File: config.mk
export PLATFORM = sky130hd
export DESIGN_NAME = spi_rdback_mon_flat
export DESIGN_NICKNAME = d
export VERILOG_FILES = /design/src/rtl/spi_rdback_mon_if.sv /design/src/rtl/spi_rdback_mon.sv /design/src/flat_wrapper.sv
export SDC_FILE = /design/constraint.sdc
export NUM_CORES = 1
export LEC_CHECK = 0
export CORE_MARGIN = 2
export CORE_UTILIZATION = 55
export CTS_CLUSTER_DIAMETER = 120
export DETAILED_ROUTE_END_ITERATION = 10
export GPL_TIMING_DRIVEN = 0
export PLACE_DENSITY = 0.82
export RECOVER_POWER = 100
export SYNTH_ARGS = -nofsm -noshare
export SYNTH_HDL_FRONTEND = slang
export SYNTH_SLANG_ARGS = --single-unit
File: constraint.sdc
create_clock -name clk -period 4.75 [get_ports clk]
set_input_delay 1.1875 -clock clk [delete_from_list [all_inputs] [get_ports clk]]
set_output_delay 1.1875 -clock clk [all_outputs]
set_load 0.01 [all_outputs]
File: src/rtl/spi_rdback_mon_if.sv
// Bundle between the SPI master tap and the read-back monitor: SPI pins in,
// decoded frame, status flags and shadow read port out.
interface spi_rdback_mon_if;
  logic       spi_cs;
  logic       spi_sdi;
  logic       spi_sdo;
  logic       spi_rdy;
  logic       frm_vld;
  logic       frm_rw;
  logic [6:0] frm_addr;
  logic [7:0] frm_data;
  logic [7:0] frm_cnt;
  logic       ver_ok;
  logic       ver_err;
  logic       short_err;
  logic       cfg_ok;
  logic [2:0] shd_addr;
  logic [7:0] shd_data;

  modport master (
    output spi_cs, spi_sdi, spi_sdo, spi_rdy, shd_addr,
    input  frm_vld, frm_rw, frm_addr, frm_data, frm_cnt,
    input  ver_ok, ver_err, short_err, cfg_ok, shd_data
  );

  modport slave (
    input  spi_cs, spi_sdi, spi_sdo, spi_rdy, shd_addr,
    output frm_vld, frm_rw, frm_addr, frm_data, frm_cnt,
    output ver_ok, ver_err, short_err, cfg_ok, shd_data
  );
endinterface

File: src/rtl/spi_rdback_mon.sv
// Passive SPI frame decoder with version read-back check and combined cfg_ok.
// Shadow register file is built only when SPI_RB_SHADOW_EN is defined.
module spi_rdback_mon #(
  parameter logic [7:0]  EXP_VER0  = 8'h01,
  parameter logic [7:0]  EXP_VER1  = 8'h02,
  parameter logic [7:0]  VER_MASK  = 8'h03,
  parameter int unsigned SDO_DLY   = 0,
  parameter int unsigned SHD_DEPTH = 8
) (
  input logic             clk,
  input logic             rst_n,
  spi_rdback_mon_if.slave bus
);

  localparam logic [1:0] ST_IDLE = 2'd0;
  localparam logic [1:0] ST_CMD  = 2'd1;
  localparam logic [1:0] ST_DATA = 2'd2;
  localparam logic [1:0] ST_TAIL = 2'd3;

  localparam logic [4:0] WR_LAST  = 5'd15;
  localparam logic [4:0] RD_FIRST = 5'(8 + SDO_DLY);
  localparam logic [4:0] RD_LAST  = 5'(15 + SDO_DLY);

  logic [1:0] state_q, state_d;
  logic [4:0] bit_cnt_q, bit_cnt_d;
  logic       armed_q, armed_d;
  logic       rw_q, rw_d;
  logic [6:0] addr_q, addr_d;
  logic [7:0] dat_q, dat_d;
  logic       frm_vld_q, frm_vld_d;
  logic       frm_rw_q, frm_rw_d;
  logic [6:0] frm_addr_q, frm_addr_d;
  logic [7:0] frm_data_q, frm_data_d;
  logic [7:0] frm_cnt_q, frm_cnt_d;
  logic       chk0_q, chk0_d;
  logic       chk1_q, chk1_d;
  logic       ver_err_q, ver_err_d;
  logic       short_err_q, short_err_d;
  logic       cfg_ok_q, cfg_ok_d;
  logic       frm_done;
  logic       samp_bit;
  logic       match0, match1;

  // armed blocks decoding of a low period already in progress when reset released
  always_comb begin
    state_d     = state_q;
    bit_cnt_d   = bus.spi_cs ? 5'd0 : ((bit_cnt_q == 5'd31) ? bit_cnt_q : bit_cnt_q + 5'd1);
    armed_d     = armed_q | bus.spi_cs;
    rw_d        = rw_q;
    addr_d      = addr_q;
    dat_d       = dat_q;
    frm_vld_d   = 1'b0;
    frm_rw_d    = frm_rw_q;
    frm_addr_d  = frm_addr_q;
    frm_data_d  = frm_data_q;
    frm_cnt_d   = frm_cnt_q;
    chk0_d      = chk0_q;
    chk1_d      = chk1_q;
    ver_err_d   = ver_err_q;
    short_err_d = short_err_q;
    cfg_ok_d    = bus.spi_rdy & chk0_q & chk1_q & ~ver_err_q & ~short_err_q;
    frm_done    = 1'b0;
    samp_bit    = rw_q ? bus.spi_sdo : bus.spi_sdi;

    case (state_q)
      ST_IDLE: begin
        if (!bus.spi_cs && armed_q) begin
          state_d = ST_CMD;
          rw_d    = bus.spi_sdi;
        end
      end
      ST_CMD: begin
        if (bus.spi_cs) begin
          state_d     = ST_IDLE;
          short_err_d = 1'b1;
        end else begin
          addr_d = {addr_q[5:0], bus.spi_sdi};
          if (bit_cnt_q == 5'd7) state_d = ST_DATA;
        end
      end
      ST_DATA: begin
        if (bus.spi_cs) begin
          state_d     = ST_IDLE;
          short_err_d = 1'b1;
        end else begin
          // LSB-first: shifting right leaves the first data bit in bit 0
          if (!rw_q || (bit_cnt_q >= RD_FIRST)) dat_d = {samp_bit, dat_q[7:1]};
          if (bit_cnt_q == (rw_q ? RD_LAST : WR_LAST)) begin
            state_d  = ST_TAIL;
            frm_done = 1'b1;
          end
        end
      end
      ST_TAIL: begin
        if (bus.spi_cs) state_d = ST_IDLE;
      end
      default: state_d = ST_IDLE;
    endcase

    match0 = ((dat_d & VER_MASK) == (EXP_VER0 & VER_MASK));
    match1 = ((dat_d & VER_MASK) == (EXP_VER1 & VER_MASK));

    if (frm_done) begin
      frm_vld_d  = 1'b1;
      frm_rw_d   = rw_q;
      frm_addr_d = addr_q;
      frm_data_d = dat_d;
      frm_cnt_d  = (frm_cnt_q == 8'hFF) ? frm_cnt_q : frm_cnt_q + 8'd1;
      if (rw_q && (addr_q == 7'd0)) begin
        chk0_d = match0;
        if (!match0) ver_err_d = 1'b1;
      end
      if (rw_q && (addr_q == 7'd1)) begin
        chk1_d = match1;
        if (!match1) ver_err_d = 1'b1;
      end
    end
  end

  always_ff @(posedge clk) begin
    if (!rst_n) begin
      state_q     <= ST_IDLE;
      bit_cnt_q   <= 5'd0;
      armed_q     <= 1'b0;
      rw_q        <= 1'b0;
      addr_q      <= 7'd0;
      dat_q       <= 8'd0;
      frm_vld_q   <= 1'b0;
      frm_rw_q    <= 1'b0;
      frm_addr_q  <= 7'd0;
      frm_data_q  <= 8'd0;
      frm_cnt_q   <= 8'd0;
      chk0_q      <= 1'b0;
      chk1_q      <= 1'b0;
      ver_err_q   <= 1'b0;
      short_err_q <= 1'b0;
      cfg_ok_q    <= 1'b0;
    end else begin
      state_q     <= state_d;
      bit_cnt_q   <= bit_cnt_d;
      armed_q     <= armed_d;
      rw_q        <= rw_d;
      addr_q      <= addr_d;
      dat_q       <= dat_d;
      frm_vld_q   <= frm_vld_d;
      frm_rw_q    <= frm_rw_d;
      frm_addr_q  <= frm_addr_d;
      frm_data_q  <= frm_data_d;
      frm_cnt_q   <= frm_cnt_d;
      chk0_q      <= chk0_d;
      chk1_q      <= chk1_d;
      ver_err_q   <= ver_err_d;
      short_err_q <= short_err_d;
      cfg_ok_q    <= cfg_ok_d;
    end
  end

  assign bus.frm_vld   = frm_vld_q;
  assign bus.frm_rw    = frm_rw_q;
  assign bus.frm_addr  = frm_addr_q;
  assign bus.frm_data  = frm_data_q;
  assign bus.frm_cnt   = frm_cnt_q;
  assign bus.ver_ok    = chk0_q & chk1_q;
  assign bus.ver_err   = ver_err_q;
  assign bus.short_err = short_err_q;
  assign bus.cfg_ok    = cfg_ok_q;

`ifdef SPI_RB_SHADOW_EN
  logic [7:0] shd_q [SHD_DEPTH];
  logic [7:0] shd_d [SHD_DEPTH];
  logic [7:0] shd_rd;

  always_comb begin
    shd_rd = 8'h00;
    for (int i = 0; i < SHD_DEPTH; i++) begin
      shd_d[i] = shd_q[i];
      if (frm_done && (addr_q == 7'(i))) shd_d[i] = dat_d;
      if ((i < 8) && (bus.shd_addr == 3'(i))) shd_rd = shd_q[i];
    end
  end

  always_ff @(posedge clk) begin
    for (int i = 0; i < SHD_DEPTH; i++) begin
      if (!rst_n) shd_q[i] <= 8'h00;
      else        shd_q[i] <= shd_d[i];
    end
  end

  assign bus.shd_data = shd_rd;
`else
  localparam int unsigned UNUSED_SHD_DEPTH = SHD_DEPTH;
  logic [2:0] unused_shd_addr;
  assign unused_shd_addr = bus.shd_addr;
  assign bus.shd_data    = 8'h00;
`endif

endmodule

File: src/flat_wrapper.sv
// flat-port wrapper written by rule: the top's interface ports become plain ports
module spi_rdback_mon_flat 
#(
  parameter logic [7:0]  EXP_VER0  = 8'h01,
  parameter logic [7:0]  EXP_VER1  = 8'h02,
  parameter logic [7:0]  VER_MASK  = 8'h03,
  parameter int unsigned SDO_DLY   = 0,
  parameter int unsigned SHD_DEPTH = 8
)
  (clk, rst_n, bus_spi_cs, bus_spi_sdi, bus_spi_sdo, bus_spi_rdy, bus_shd_addr, bus_frm_vld, bus_frm_rw, bus_frm_addr, bus_frm_data, bus_frm_cnt, bus_ver_ok, bus_ver_err, bus_short_err, bus_cfg_ok, bus_shd_data);
  spi_rdback_mon_if bus_i ();
  input logic clk;
  input logic rst_n;
  input wire logic [$bits(bus_i.spi_cs)-1:0] bus_spi_cs;
  input wire logic [$bits(bus_i.spi_sdi)-1:0] bus_spi_sdi;
  input wire logic [$bits(bus_i.spi_sdo)-1:0] bus_spi_sdo;
  input wire logic [$bits(bus_i.spi_rdy)-1:0] bus_spi_rdy;
  input wire logic [$bits(bus_i.shd_addr)-1:0] bus_shd_addr;
  output wire logic [$bits(bus_i.frm_vld)-1:0] bus_frm_vld;
  output wire logic [$bits(bus_i.frm_rw)-1:0] bus_frm_rw;
  output wire logic [$bits(bus_i.frm_addr)-1:0] bus_frm_addr;
  output wire logic [$bits(bus_i.frm_data)-1:0] bus_frm_data;
  output wire logic [$bits(bus_i.frm_cnt)-1:0] bus_frm_cnt;
  output wire logic [$bits(bus_i.ver_ok)-1:0] bus_ver_ok;
  output wire logic [$bits(bus_i.ver_err)-1:0] bus_ver_err;
  output wire logic [$bits(bus_i.short_err)-1:0] bus_short_err;
  output wire logic [$bits(bus_i.cfg_ok)-1:0] bus_cfg_ok;
  output wire logic [$bits(bus_i.shd_data)-1:0] bus_shd_data;
  assign bus_i.spi_cs = bus_spi_cs;
  assign bus_i.spi_sdi = bus_spi_sdi;
  assign bus_i.spi_sdo = bus_spi_sdo;
  assign bus_i.spi_rdy = bus_spi_rdy;
  assign bus_i.shd_addr = bus_shd_addr;
  assign bus_frm_vld = bus_i.frm_vld;
  assign bus_frm_rw = bus_i.frm_rw;
  assign bus_frm_addr = bus_i.frm_addr;
  assign bus_frm_data = bus_i.frm_data;
  assign bus_frm_cnt = bus_i.frm_cnt;
  assign bus_ver_ok = bus_i.ver_ok;
  assign bus_ver_err = bus_i.ver_err;
  assign bus_short_err = bus_i.short_err;
  assign bus_cfg_ok = bus_i.cfg_ok;
  assign bus_shd_data = bus_i.shd_data;
  spi_rdback_mon #(.EXP_VER0(EXP_VER0), .EXP_VER1(EXP_VER1), .VER_MASK(VER_MASK), .SDO_DLY(SDO_DLY), .SHD_DEPTH(SHD_DEPTH)) u_core (.clk(clk), .rst_n(rst_n), .bus(bus_i));
endmodule
==> impl_metrics.py, run 1 <==
metrics = {
    "drt": {
        "drt_iter0_drc": 110,
        "ant_nets": 0,
        "wl_um": 4960,
        "num_vias": 1906,
        "drcViolationCount": 0,
        "dr.pass1.iters": 4,
        "vias_per_cell": 5.28,
        "wl_per_cell_um": 13.7,
    },
    "timing": {
        "max_freq_mhz": 309,
        "fin_worst_skew_ns": 0.0106,
        "maxSlewViolCount": 0,
        "fin_hold_ws_ns": 0.448,
        "finalHoldViolCount": 0,
        "period_needed_ns": 3.24,
        "relSlewSlack_pct": 55.7,
        "worst_pin_slew_ns": 0.664,
        "rsz0062_at_grt": "false",
        "fin_crit_sh_pct": 68.1,
        "tns_ns": 0,
        "setup_viol": 0,
    },
    "grt": {
        "antenna_found_initial": 0,
        "grtUsageTotal_pct": 21.3,
        "top_usage_layer": "met2",
        "met1_usage_pct": 26.1,
        "grt_max_degree": 19,
        "grt_pass1_wl_um": 8310,
        "grt_pass1_vias": 1843,
        "grt_overflow": 0,
        "grtUsageMet2_pct": 37.0,
        "grtUsageMet3_pct": 4.22,
    },
    "logic_synthesis": {
        "synth_edf_count": 0,
        "synth.top_cell.area_share_pct": 46.0,
        "syn_area_sq_um": 2350,
        "synth.top_cells.by_count": "dfxtp_1, nand2_1, a21oi_1, nor2_1, mux2i_1",
        "yosysWarningCount": 0,
        "synth_cell_types": 41,
        "async_reset_ff_share_pct": 0,
        "yosysSeqAreaShare_pct": 46.0,
        "synth_area_per_cell_sq_um": 8.98,
        "ys.flop_type": "dfxtp_1",
        "synth.area.top_cells": "dfxtp_1, mux2i_1, a21oi_1, nand2_1, nor2_1",
        "synth_top_area_cell": "dfxtp_1",
        "ys_ff_latch": 54,
        "synth_cells": 262,
        "yosysMostFrequentCell": "dfxtp_1",
    },
    "clocking": {
        "clock_latency_ns": 0.31,
        "cts_buffers": 5,
        "postCtsHoldBufs": 0,
        "postCtsSetupRepairBufs": 0,
        "cts_root_buf": "clkbuf_8",
        "tritoncts": "built",
        "clkTransAtPathRegs_ns": 0.09,
        "ctsResizeCount": 0,
        "cts.htree.levels": 2,
        "clk_path_buf_depth": 2,
        "cts.sinks": 54,
    },
    "setup_path": {
        "r2r_cells": 7,
        "critPathLaunch": "bus_spi_cs",
        "critPathArrivalTime_ns": 3.44,
        "timing.rr.start": "u_core.bit_cnt_q[0]",
        "required_ns": 4.95,
        "reg2reg_to": "u_core.chk1_q",
        "end_kind": "flip-flop",
        "cp-start-kind": "primary input",
        "critPathMaxFanout": 10,
        "rrSetupSlack_ns": 2.39,
        "critPathKind": "in -> reg",
    },
    "floorplanning": {
        "io_pins": 46,
        "start_util_pct": 58.0,
        "chipWidth_um": 69.4,
        "die_h_um": 69.4,
        "die_area_sq_um": 4820,
        "design.core.area_sq_um": 4060,
        "rows": 23,
    },
    "layout": {
        "final_cells": 361,
        "syn_to_final_growth_pct": 21.0,
        "nets": 327,
        "drive_gt1_share_pct": 6.43,
        "utilization_pct": 70.2,
        "antenna_cells": 0,
    },
    "placed_design": {
        "portBuffers": 34,
        "placedCellCount": 353,
        "globalplace.congestion": 0.861,
        "dp_hpwl_um": 3530,
    },
    "hold_path": {
        "min_to": "u_core.bus.cfg_ok",
        "min_path_cells": 1,
        "hold_path_class": "reg -> reg",
        "worstHoldStart": "u_core.bus.ver_err",
    },
    "job": {
        "cap_viol_max_count": 0,
    },
    "pwr": {
        "leakagePower_nw": 1.15,
        "fin_total_pwr_mw": 0.870,
        "max-vdd-ir-drop_mv": 0.241,
        "power.density_nw_per_um2": 306,
    },
    "status": {
        "status": "complete, no violations",
    },
}
[stage by stage]
stage,setup WS (ns),area (sq um)
2_1_floorplan,2.49,2380
3_3_place_gp,1.75,2780
3_5_place_dp,1.69,2780
4_1_cts,2.03,2900
5_1_grt,1.36,2850
6_report,1.51,2850
[per-layer routing]
layer  wire length, um  share of wire, %
met4                60               1.2
met1              2210                45
met3               233               4.7
met2              2450                49
met5                 0                 0
[worst max-delay path by stage]
stage,to
after floorplan,u_core.chk1_q
after global placement,u_core.bus.short_err
after detailed placement,u_core.bus.short_err
after CTS,u_core.bus.short_err
after global routing,u_core.chk1_q
final,u_core.chk1_q
[kinds of logic after synthesis]
family	count (synthesis)	share of synthesized area, %
AOI/OAI and AO/OA	52	13.5
xor gates and xnor gates	7	2.61
adders and majority gates	8	4.26
buffers and inverters	28	6.70
DFF	54	46.0
muxes	19	8.30
other	1	0.159
and+or+nand+nor	93	18.6
[sequential cells by signal, summed over array words and instances, names as in the netlist]
signal / cells
u_core.addr_q: 7
u_core.armed_q: 1
u_core.bit_cnt_q: 5
u_core.bus.cfg_ok: 1
u_core.bus.frm_addr: 7
u_core.bus.frm_cnt: 8
u_core.bus.frm_data: 8
u_core.bus.frm_rw: 1
u_core.bus.frm_vld: 1
u_core.bus.short_err: 1
u_core.bus.ver_err: 1
u_core.chk0_q: 1
u_core.chk1_q: 1
u_core.dat_q: 8
u_core.rw_q: 1
u_core.state_q: 2
[worst max-delay path, stage by stage]
cell and delay (ns):
dlygate4sd3_1 0.56, clkbuf_1 0.22, nand2b_1 0.22, a21oi_1 0.22
clkbuf_1 0.55, mux2i_1 0.17, o311a_1 0.31
[power breakdown]
part           total [mW]  switching (mW)  internal [mW]  leakage [nW]
logic              0.0836          0.0493         0.0343         0.656
clock network       0.318           0.158          0.160        0.0587
registers           0.468         0.00718          0.461         0.436
total               0.870           0.215          0.655          1.15
[final cells by class]
class                           count  area, sq um
Fill cell                         347         1210
Multi-Input combinational cell    187         1110
Sequential cell                    54         1080
Timing Repair Buffer               34          340
Buffer                             21          110
Clock buffer                        5         68.8
Tap cell                           50         62.6
Clock inverter                      3         47.5
Inverter                            7         26.3
[cell usage in the layout (no fill, tap or decap), types with 2 or more instances in the layout]
cell type / n
dlygate4sd3_1: 31
o211ai_1: 3
buf_4: 8
clkdlybuf4s50_1: 3
a21oi_1: 30
nor2b_1: 2
conb_1: 8
o31ai_1: 3
ha_1: 8
and3_1: 3
mux2_2: 3
clkbuf_8: 5
o21bai_1: 2
xnor2_1: 2
o21ai_0: 10
inv_1: 7
and2_1: 2
o311a_1: 2
nand2_1: 34
nand3_1: 4
dfxtp_1: 54
mux2i_1: 15
or4_1: 2
nor2_1: 28
nand4_1: 2
nand2b_1: 9
clkbuf_1: 12
or3_1: 2
xor2_1: 5
Note: power is estimated with default switching activity, not from simulation.
==> run 2, diff against run 1 <==
--- a/config.mk
+++ b/config.mk
@@ -6,11 +6,11 @@
 export NUM_CORES = 1
 export LEC_CHECK = 0
 export CORE_MARGIN = 2
-export CORE_UTILIZATION = 55
+export CORE_UTILIZATION = 46
 export CTS_CLUSTER_DIAMETER = 120
 export DETAILED_ROUTE_END_ITERATION = 10
 export GPL_TIMING_DRIVEN = 0
-export PLACE_DENSITY = 0.82
+export PLACE_DENSITY = 0.73
 export RECOVER_POWER = 100
 export SYNTH_ARGS = -nofsm -noshare
 export SYNTH_HDL_FRONTEND = slang
==> constraint.sdc (replaced) <==
create_clock -name clk -period 2.8 [get_ports clk]
set_input_delay 0.7 -clock clk [delete_from_list [all_inputs] [get_ports clk]]
set_output_delay 0.7 -clock clk [all_outputs]
set_load 0.01 [all_outputs]
==> run 2 against run 1 <==
Clock-buffer cell count grew 1; cell count grew 5.5%; via count shrank 1.3%; highest routed layer unchanged.
==> impl_metrics.py, run 2 (synthesized netlist as in run 1, its figures left out) <==
metrics = {
    "status": {
        "status": "complete, no violations",
    },
    "grt": {
        "grt_pass1_wl_um": 7870,
        "grt_overflow": 0,
        "antenna_found_initial": 0,
        "grt_max_degree": 18,
        "grtUsageTotal_pct": 17.8,
        "grt_pass1_vias": 1709,
    },
    "timing": {
        "setup_slack_ns": 0.392,
        "period_needed_ns": 2.41,
        "tns_ns": 0,
        "max_freq_mhz": 415,
        "rsz0062_at_grt": "false",
        "finalHoldViolCount": 0,
        "fin_hold_ws_ns": 0.456,
        "relSlewSlack_pct": 55.0,
        "fin_worst_skew_ns": 0.00917,
        "worst_pin_slew_ns": 0.674,
        "maxSlewViolCount": 0,
        "setup_viol": 0,
        "fin_crit_sh_pct": 86.0,
    },
    "pwr": {
        "internal-power_mw": 1.14,
        "leakagePower_nw": 1.17,
        "power_frac_comb_pct": 9.6,
        "p_clk_share_pct": 37.0,
        "switchingPower_mw": 0.352,
        "swShare_pct": 23.7,
        "max-vdd-ir-drop_mv": 0.275,
        "fin_total_pwr_mw": 1.49,
        "power.density_nw_per_um2": 514,
        "pwr-share-seq_pct": 53.4,
    },
    "setup_path": {
        "critPathMaxFanout": 10,
        "rrSetupSlack_ns": 0.71,
        "cp-start-kind": "primary input",
        "critPathKind": "in -> reg",
        "timing.rr.start": "u_core.state_q[0]",
        "required_ns": 3.00,
        "reg2reg_to": "u_core.chk1_q",
        "critPathArrivalTime_ns": 2.61,
        "end_kind": "flip-flop",
        "r2r_cells": 7,
    },
    "layout": {
        "nets": 327,
        "finalInstanceArea_sq_um": 2900,
        "syn_to_final_growth_pct": 23.1,
        "utilization_pct": 57.8,
        "drive_gt1_share_pct": 7.40,
        "final_cells": 381,
        "final_cell_mix": "dfxtp_1, nand2_1, a21oi_1, dlygate4sd3_1, nor2_1",
        "antenna_cells": 0,
        "final_common_cell": "dfxtp_1",
    },
    "hold_path": {
        "min_to": "u_core.bus.frm_addr[4]",
        "hold_path_class": "reg -> reg",
        "worstHoldStart": "u_core.bus.frm_addr[4]",
        "min_path_cells": 2,
    },
    "floorplanning": {
        "start_util_pct": 47.0,
        "io_pins": 46,
        "design.core.area_sq_um": 5010,
        "rows": 26,
        "die_area_sq_um": 5700,
        "die_h_um": 75.5,
        "chipWidth_um": 75.5,
    },
    "placed_design": {
        "globalplace.congestion": 0.793,
        "placedCellCount": 373,
        "dp_hpwl_um": 3420,
        "place_area_sq_um": 2810,
        "portBuffers": 34,
        "dp_slack_ns": 0.293,
    },
    "drt": {
        "ant_nets": 0,
        "num_vias": 1882,
        "wl_per_cell_um": 12.3,
        "vias_per_cell": 4.94,
        "dr.pass1.iters": 4,
        "drcViolationCount": 0,
        "wl_um": 4690,
        "drt_iter0_drc": 58,
    },
    "job": {
        "cap_viol_max_count": 0,
    },
    "clocking": {
        "cts.htree.levels": 2,
        "postCtsSetupRepairBufs": 0,
        "postCtsHoldBufs": 0,
        "cts_root_buf": "clkbuf_8",
        "ctsResizeCount": 0,
        "clk_path_buf_depth": 2,
        "cts.sinks": 54,
        "clkTransAtPathRegs_ns": 0.10,
        "clock_latency_ns": 0.30,
        "cts_buffers": 5,
        "tritoncts": "built",
    },
}
==> run 2: cell count changes in the layout (fill, tap and decap cells not counted), sizes merged <==
cell	previous run	this run
clkdlybuf4s50	3	4
clkbuf	18	16
clkinv	1	0
dlygate4sd3	31	30
buf	8	11
==> run 2: layer usage <==
metal | track usage, % | wire [um] | vias up
li1 | - | - | 962
met5 | 0 | 0 | -
met3 | 2.78 | 190 | 7
met1 | 24.6 | 2270 | 878
met2 | 28.9 | 2170 | 35
met4 | 5.46 | 61 | 0
==> run 2: worst max path at each step <==
stage,from,to,slack (ns)
2_1_floorplan,bus_spi_cs,u_core.chk1_q,1.02
3_3_place_gp,rst_n,u_core.bus.short_err,0.33
3_5_place_dp,rst_n,u_core.bus.frm_cnt[1],0.29
4_1_cts,rst_n,u_core.bus.frm_cnt[1],0.62
5_1_grt,bus_spi_cs,u_core.chk1_q,0.24
6_report,bus_spi_cs,u_core.chk1_q,0.39
==> run 2: worst max-delay path: stages <==
cell	delay [ns]
clkdlybuf4s50_1	0.43
buf_6	0.15
nand2b_4	0.14
a21oi_1	0.19
clkbuf_1	0.55
mux2i_1	0.16
o311a_1	0.30
==> run 2: power groups by stage <==
| stage | combinational, mW | clock, mW | sequential [mW] |
|---|---|---|---|
| final | 0.143 | 0.550 | 0.794 |
| after global routing | 0.158 | 0.592 | 0.796 |
| after CTS | 0.150 | 0.560 | 0.793 |
| after detailed placement | 0.149 | 0 | 0.811 |
| after global placement | 0.146 | 0 | 0.810 |
| after floorplan | 0.107 | 0 | 0.810 |
==> run 2: cell type report <==
| cell class | instances | area [sq um] |
|---|---|---|
| repair buffers | 34 | 340 |
| multi-input cells | 187 | 1120 |
| flip-flops and latches | 54 | 1080 |
| plain buffers | 21 | 121 |
| well taps | 70 | 87.6 |
| clock buffers | 6 | 82.6 |
| inverters | 7 | 26.3 |
| fillers | 477 | 2110 |
| clock inverters | 2 | 38.8 |
